### src/rtl/bus_arb_pkg.sv
// Shared constants and types for the 32-source round-robin bus arbiter.
package bus_arb_pkg;

    localparam int NUM_REQ = 32;
    localparam int IDX_W   = 5;

    typedef logic [IDX_W-1:0] idx_t;

    // Arbiter states
    localparam logic IDLE  = 1'b0;
    localparam logic OWNED = 1'b1;

    // Pointer reset value: index 0 gets first priority out of reset
    localparam idx_t LAST_RST = 5'd31;

endpackage

### src/rtl/bus_arbiter_32_rr_pick.sv
// Combinational rotating-priority picker: the first set request at or after last+1
// (modulo NUM_REQ) wins.
module rr_pick
    import bus_arb_pkg::*;
(
    input  logic [NUM_REQ-1:0] req,
    input  idx_t               last,
    output logic               found,
    output idx_t               idx,
    output logic [NUM_REQ-1:0] onehot
);

    idx_t cand;

    always_comb begin
        found = 1'b0;
        idx   = '0;
        cand  = '0;
        // i = NUM_REQ wraps back to last itself, giving a full circle
        for (int i = 1; i <= NUM_REQ; i++) begin
            cand = last + IDX_W'(i);
            if (!found && req[cand]) begin
                found = 1'b1;
                idx   = cand;
            end
        end
        onehot = '0;
        if (found) begin
            onehot[idx] = 1'b1;
        end
    end

endmodule

### src/rtl/bus_arbiter_32.sv
// Round-robin owner-holding arbiter for the 32-source internal CPU bus.
// Optional forced release after MAX_HOLD cycles when BUS_ARB_TIMEOUT_EN is defined.
module bus_arbiter_32
    import bus_arb_pkg::*;
#(
    parameter int MAX_HOLD = 16
) (
    input  logic               clock,
    input  logic               clear,
    input  logic               en,
    input  logic [NUM_REQ-1:0] req,
    output logic [NUM_REQ-1:0] gnt,
    output idx_t               sel,
    output logic               busy,
    output logic               timeout
);

    if (MAX_HOLD < 1) begin : g_bad_max_hold
        $error("MAX_HOLD must be at least 1");
    end

    logic               state_q, state_d;
    logic [NUM_REQ-1:0] gnt_q, gnt_d;
    idx_t               sel_q, sel_d;
    idx_t               last_q, last_d;
    logic               busy_q;

    logic [NUM_REQ-1:0] elig;
    logic [NUM_REQ-1:0] pick_onehot;
    idx_t               pick_idx;
    logic               pick_found;
    logic               owner_req;
    logic               expired;
    logic               grant_new;
    logic               rel;

    assign owner_req = req[sel_q];

`ifdef BUS_ARB_TIMEOUT_EN
    localparam int CNT_W = $clog2(MAX_HOLD + 1);

    logic [CNT_W-1:0]   cnt_q, cnt_d;
    logic [NUM_REQ-1:0] blocked_q, blocked_d;
    logic               timeout_q;

    assign expired = (state_q == OWNED) && owner_req && (cnt_q == CNT_W'(MAX_HOLD - 1));
    // A timed-out source stays masked until it drops its request once
    assign elig    = req & ~blocked_q & ~gnt_q;

    always_comb begin
        cnt_d = cnt_q;
        if (grant_new) begin
            cnt_d = '0;
        end else if (state_q == OWNED) begin
            cnt_d = cnt_q + 1'b1;
        end
        blocked_d = (blocked_q & req) | (expired ? gnt_q : '0);
    end

    always_ff @(posedge clock or negedge clear) begin
        if (!clear) begin
            cnt_q     <= '0;
            blocked_q <= '0;
            timeout_q <= 1'b0;
        end else begin
            cnt_q     <= cnt_d;
            blocked_q <= blocked_d;
            timeout_q <= expired;
        end
    end

    assign timeout = timeout_q;
`else
    assign expired = 1'b0;
    assign elig    = req & ~gnt_q;
    assign timeout = 1'b0;
`endif

    rr_pick u_pick (
        .req    (elig),
        .last   (last_q),
        .found  (pick_found),
        .idx    (pick_idx),
        .onehot (pick_onehot)
    );

    always_comb begin
        grant_new = 1'b0;
        rel       = 1'b0;
        if (state_q == IDLE) begin
            grant_new = en && pick_found;
        end else if (!owner_req || expired) begin
            rel       = 1'b1;
            grant_new = en && pick_found;
        end

        state_d = state_q;
        gnt_d   = gnt_q;
        sel_d   = sel_q;
        last_d  = last_q;
        if (grant_new) begin
            state_d = OWNED;
            gnt_d   = pick_onehot;
            sel_d   = pick_idx;
            last_d  = pick_idx;
        end else if (rel) begin
            state_d = IDLE;
            gnt_d   = '0;
            sel_d   = '0;
        end
    end

    always_ff @(posedge clock or negedge clear) begin
        if (!clear) begin
            state_q <= IDLE;
            gnt_q   <= '0;
            sel_q   <= '0;
            last_q  <= LAST_RST;
            busy_q  <= 1'b0;
        end else begin
            state_q <= state_d;
            gnt_q   <= gnt_d;
            sel_q   <= sel_d;
            last_q  <= last_d;
            busy_q  <= (state_d == OWNED);
        end
    end

    assign gnt  = gnt_q;
    assign sel  = sel_q;
    assign busy = busy_q;

endmodule
### config.mk
export PLATFORM = sky130hd
export DESIGN_NAME = bus_arbiter_32
export DESIGN_NICKNAME = d
export VERILOG_FILES = /design/src/rtl/bus_arb_pkg.sv /design/src/rtl/bus_arbiter_32_rr_pick.sv /design/src/rtl/bus_arbiter_32.sv
export SDC_FILE = /design/constraint.sdc
export NUM_CORES = 1
export LEC_CHECK = 0
export CAP_MARGIN = 20
export CORE_MARGIN = 2
export CORE_UTILIZATION = 55
export DETAILED_ROUTE_END_ITERATION = 10
export MAX_ROUTING_LAYER = met4
export PLACE_DENSITY_LB_ADDON = 0.08
export SETUP_SLACK_MARGIN = 0.2
export SLEW_MARGIN = 20
export SYNTH_ARGS = -nofsm -noshare
export SYNTH_HDL_FRONTEND = slang
export SYNTH_SLANG_ARGS = --single-unit
### constraint.sdc
create_clock -name clock -period 5.4 [get_ports clock]
set_input_delay 0.54 -clock clock [delete_from_list [all_inputs] [get_ports clock]]
set_output_delay 0.54 -clock clock [all_outputs]
set_load 0.05 [all_outputs]
==> flow_metrics.py <==
metrics = {
    "sta": {
        "period_share_pct": 98.33,
        "finalSetupViolCount": 0,
        "rsz0062_at_grt": "true",
        "hold_ws_ns": 0.3952,
        "worst_pin_slew_ns": 0.9511,
        "relSlewSlack_pct": 36.59,
        "finalHoldViolCount": 0,
        "fin_ws_ns": 0.09018,
        "finalMaxSlewViolations": 0,
        "max_freq_mhz": 188.3,
        "fin_skew_ns": 0.006884,
        "finalCriticalPeriod_ns": 5.310,
    },
    "grt": {
        "antenna_found_initial": 2,
        "grt_pass1_wl_um": 61490,
        "use_met1_pct": 57.39,
        "met3_usage_pct": 13.52,
        "grt_max_degree": 87,
        "grt_pass1_vias": 10277,
        "use_met2_pct": 74.61,
        "grt_use_total_pct": 49.67,
        "grt_most_used_layer": "met2",
        "overflow": 0,
    },
    "finish": {
        "fill_cells": 1223,
        "areaGrowthSynthToFinish_pct": 30.25,
        "regArea_sq_um": 1086,
        "fin_cells": 1483,
        "final_cell_mix": "buf_4, nand2_1, nor2_1",
        "layout.nets": 1311,
        "final_common_cell": "buf_4",
        "multi_input_area_sq_um": 7659,
        "layout-drive-gt1-share_pct": 29.41,
        "final_cell_area_sq_um": 11560,
    },
    "critical_path": {
        "critPathBufInv": 7,
        "path_class": "reg2reg",
        "crit_required_ns": 5.58,
        "start_kind": "flip-flop",
        "crit_path_end_kind": "flip-flop",
        "r2r_cells": 20,
        "cp_data_arrival_time_ns": 5.49,
        "max_stage_delay_ns": 0.67,
        "cpLargestDelayFamily": "compound AO/OA/AOI/OAI gates",
        "cpMaxStageDelayCell": "dfstp_4",
        "critical_path.cell_chain": "inv_6 -> ha_4 -> buf_6 -> xor2_4 -> clkbuf_16 -> mux4_2 -> mux2_4 -> mux4_2 -> a211o_4 -> buf_6 -> buf_4 -> a211oi_1 -> o211ai_1 -> a2111oi_4 -> nor3_2 -> o21ai_4 -> buf_6 -> nor3_4 -> buf_12 -> a32o_1",
        "path_max_fanout": 8,
        "r2r_setup_slack_ns": 0.09,
        "reg2reg_from": "last_q[0]",
        "rr_endpoint": "gnt[28]",
        "cp_common_cell": "buf_6",
    },
    "synthesis": {
        "syn-cell-area_sq_um": 8876,
        "synth_top_family_by_area": "simple AND/OR/NAND/NOR gates",
        "ys_ff_latch": 43,
        "synth-warning-count": 0,
        "synth_ff_type": "dfrtp_1",
        "synth_xor_area_share_pct": 3.200,
        "synthArstFlopShare_pct": 100.0,
        "postSynthCellCount": 1075,
        "synth_cell_type_count": 100,
        "synthSimpleGateAreaFrac_pct": 35.11,
        "synth_edf_count": 0,
        "synthMuxAreaShare_pct": 17.79,
        "avgSynthCellArea_sq_um": 8.257,
        "synth_compound_gate_area_share_pct": 24.74,
        "ys_seq_area_share_pct": 12.19,
        "synth-adder-area-share_pct": 1.692,
        "syn_nets": 1122,
    },
    "die": {
        "core_sq_um": 15830,
        "ios": 74,
        "die_area_sq_um": 17170,
        "die_h_um": 131.0,
        "die_w_um": 131.0,
        "rows": 46,
        "initial_core_util_pct": 56.08,
    },
    "cts": {
        "clock_latency_ns": 0.29,
        "cts_buffer_depth": 2,
        "cts_buffers": 5,
        "cts_tree": "built",
        "clk_pin_slew_worst_paths_ns": 0.07,
        "root_buffer": "clkbuf_16",
        "clock_sinks": 43,
        "htreeDepth": 2,
        "cts_hold_buf": 0,
    },
    "route": {
        "ant_nets": 0,
        "drt_iter0_drc": 1529,
        "wl_per_cell_um": 28.87,
        "dr_total_vias": 11359,
        "wl_um": 42810,
        "first_pass_iters": 7,
        "viasPerCell": 7.659,
        "post-route-drc-count": 0,
    },
    "placement": {
        "port_buffers": 72,
        "pre_cts_ws_ns": -0.07853,
        "dpl_cell_area_sq_um": 10850,
        "placed_cells": 1451,
        "hpwl_um": 32540,
        "place.gp.congestion": 1.128,
    },
    "outcome": {
        "status": "finished, final reports clean",
    },
    "hold_path": {
        "hp-class": "in2async",
    },
    "run": {
        "max_cap_viol_count": 0,
    },
}
-- cells by family (layout without fill, tap and decap cells) --
kind of cell / after synthesis / after routing
xor+xnor: 29 / 29
mux: 84 / 84
flops: 43 / 43
buf+inv: 90 / 280
fa+ha+maj: 12 / 12
simple gates: 525 / 525
compound gates: 291 / 291
other cells: 1 / 3
-- worst reg2reg max path: cells and delay by family, from the launching register on --
kind | cells | cell delay, ns
multiplexers | 3 | 1.15
XOR/XNOR | 1 | 0.25
buffers and inverters | 7 | 0.95
AO/OA/AOI/OAI | 6 | 1.86
adder cells (fa/ha/maj) | 1 | 0.15
AND/OR/NAND/NOR | 2 | 0.14
flip-flops | 1 | 0.67
-- synthesized netlist by cell type (14+ instances only) --
cell       n  share of area (%)
nor3b_1   15                1.3
dfrtp_1   38                 11
a21oi_1   42                2.4
nand3_1   28                1.6
or3b_2    22                2.2
xnor2_1   21                2.1
nand2_1   82                3.5
o211ai_1  14                1.2
nand3b_1  26                2.2
a32o_1    29                3.3
nand4_1   73                5.1
o21ai_0   40                2.3
nor3_1    28                1.6
o22ai_1   17                1.2
and3b_1   14                1.4
nor2_1    80                3.4
mux2i_1   16                1.8
mux4_2    58                 15
nand2b_1  30                2.1
clkbuf_1  26                1.1
nor2b_1   37                2.6
a211oi_1  17                1.4
and4_1    16                1.6
buf_2     28                1.6
-- stage by stage --
step | utilization [%] | TNS (ns)
after global routing | 73.04 | 0
after floorplan | - | 0
after global placement | 68.55 | 0
after CTS | 70.33 | 0
final | 73.04 | 0
after detailed placement | 68.55 | -0.6416
-- per-layer routing --
metal | share of wire, % | wire (um)
met1 | 34 | 14670
met2 | 43 | 18520
met3 | 13 | 5463
met4 | 9.7 | 4166
met5 | 0 | 0
-- state kept, by name, indices dropped and copies added, names as in the netlist --
| name | flops |
|---|---|
| gnt | 32 |
| last_q | 5 |
| sel | 5 |
| busy | 1 |
-- repair_timing --
action | in CTS | in global routing
endpoints found under the hold margin | 0 | 0
buffers inserted | 6 | 12
setup endpoints to repair | 36 | 37
pin swaps | 4 | 35
gates resized for setup | 15 | 54
gates cloned | 1 | 3
-- final cells by class --
type / count / share of cell area [%]
clock buffers: 5 / 1.082
flip-flops and latches: 43 / 9.394
well taps: 216 / 2.338
diodes: 2 / 0.04329
clock inverters: 3 / 0.3788
repair inverters: 1 / 0.06493
multi-input cells: 942 / 66.24
repair buffers: 257 / 19.89
inverters: 14 / 0.5628
-- worst max path at each step --
| stage | slack (ns) | depth (start not counted) | end | from |
|---|---|---|---|---|
| floorplan | 0.21 | 22 | gnt[26] | last_q[1] |
| detailed placement | -0.08 | 18 | gnt[21] | last_q[0] |
| CTS | 0.19 | 17 | gnt[10] | last_q[0] |
| global route | 0.05 | 20 | gnt[30] | last_q[0] |
| global placement | 0.02 | 18 | gnt[22] | last_q[0] |
| finish | 0.09 | 20 | gnt[28] | last_q[0] |
Power is left out: the tool's default activity adds up to more than one toggle a clock period on the data nets, which glitch-free logic cannot reach.
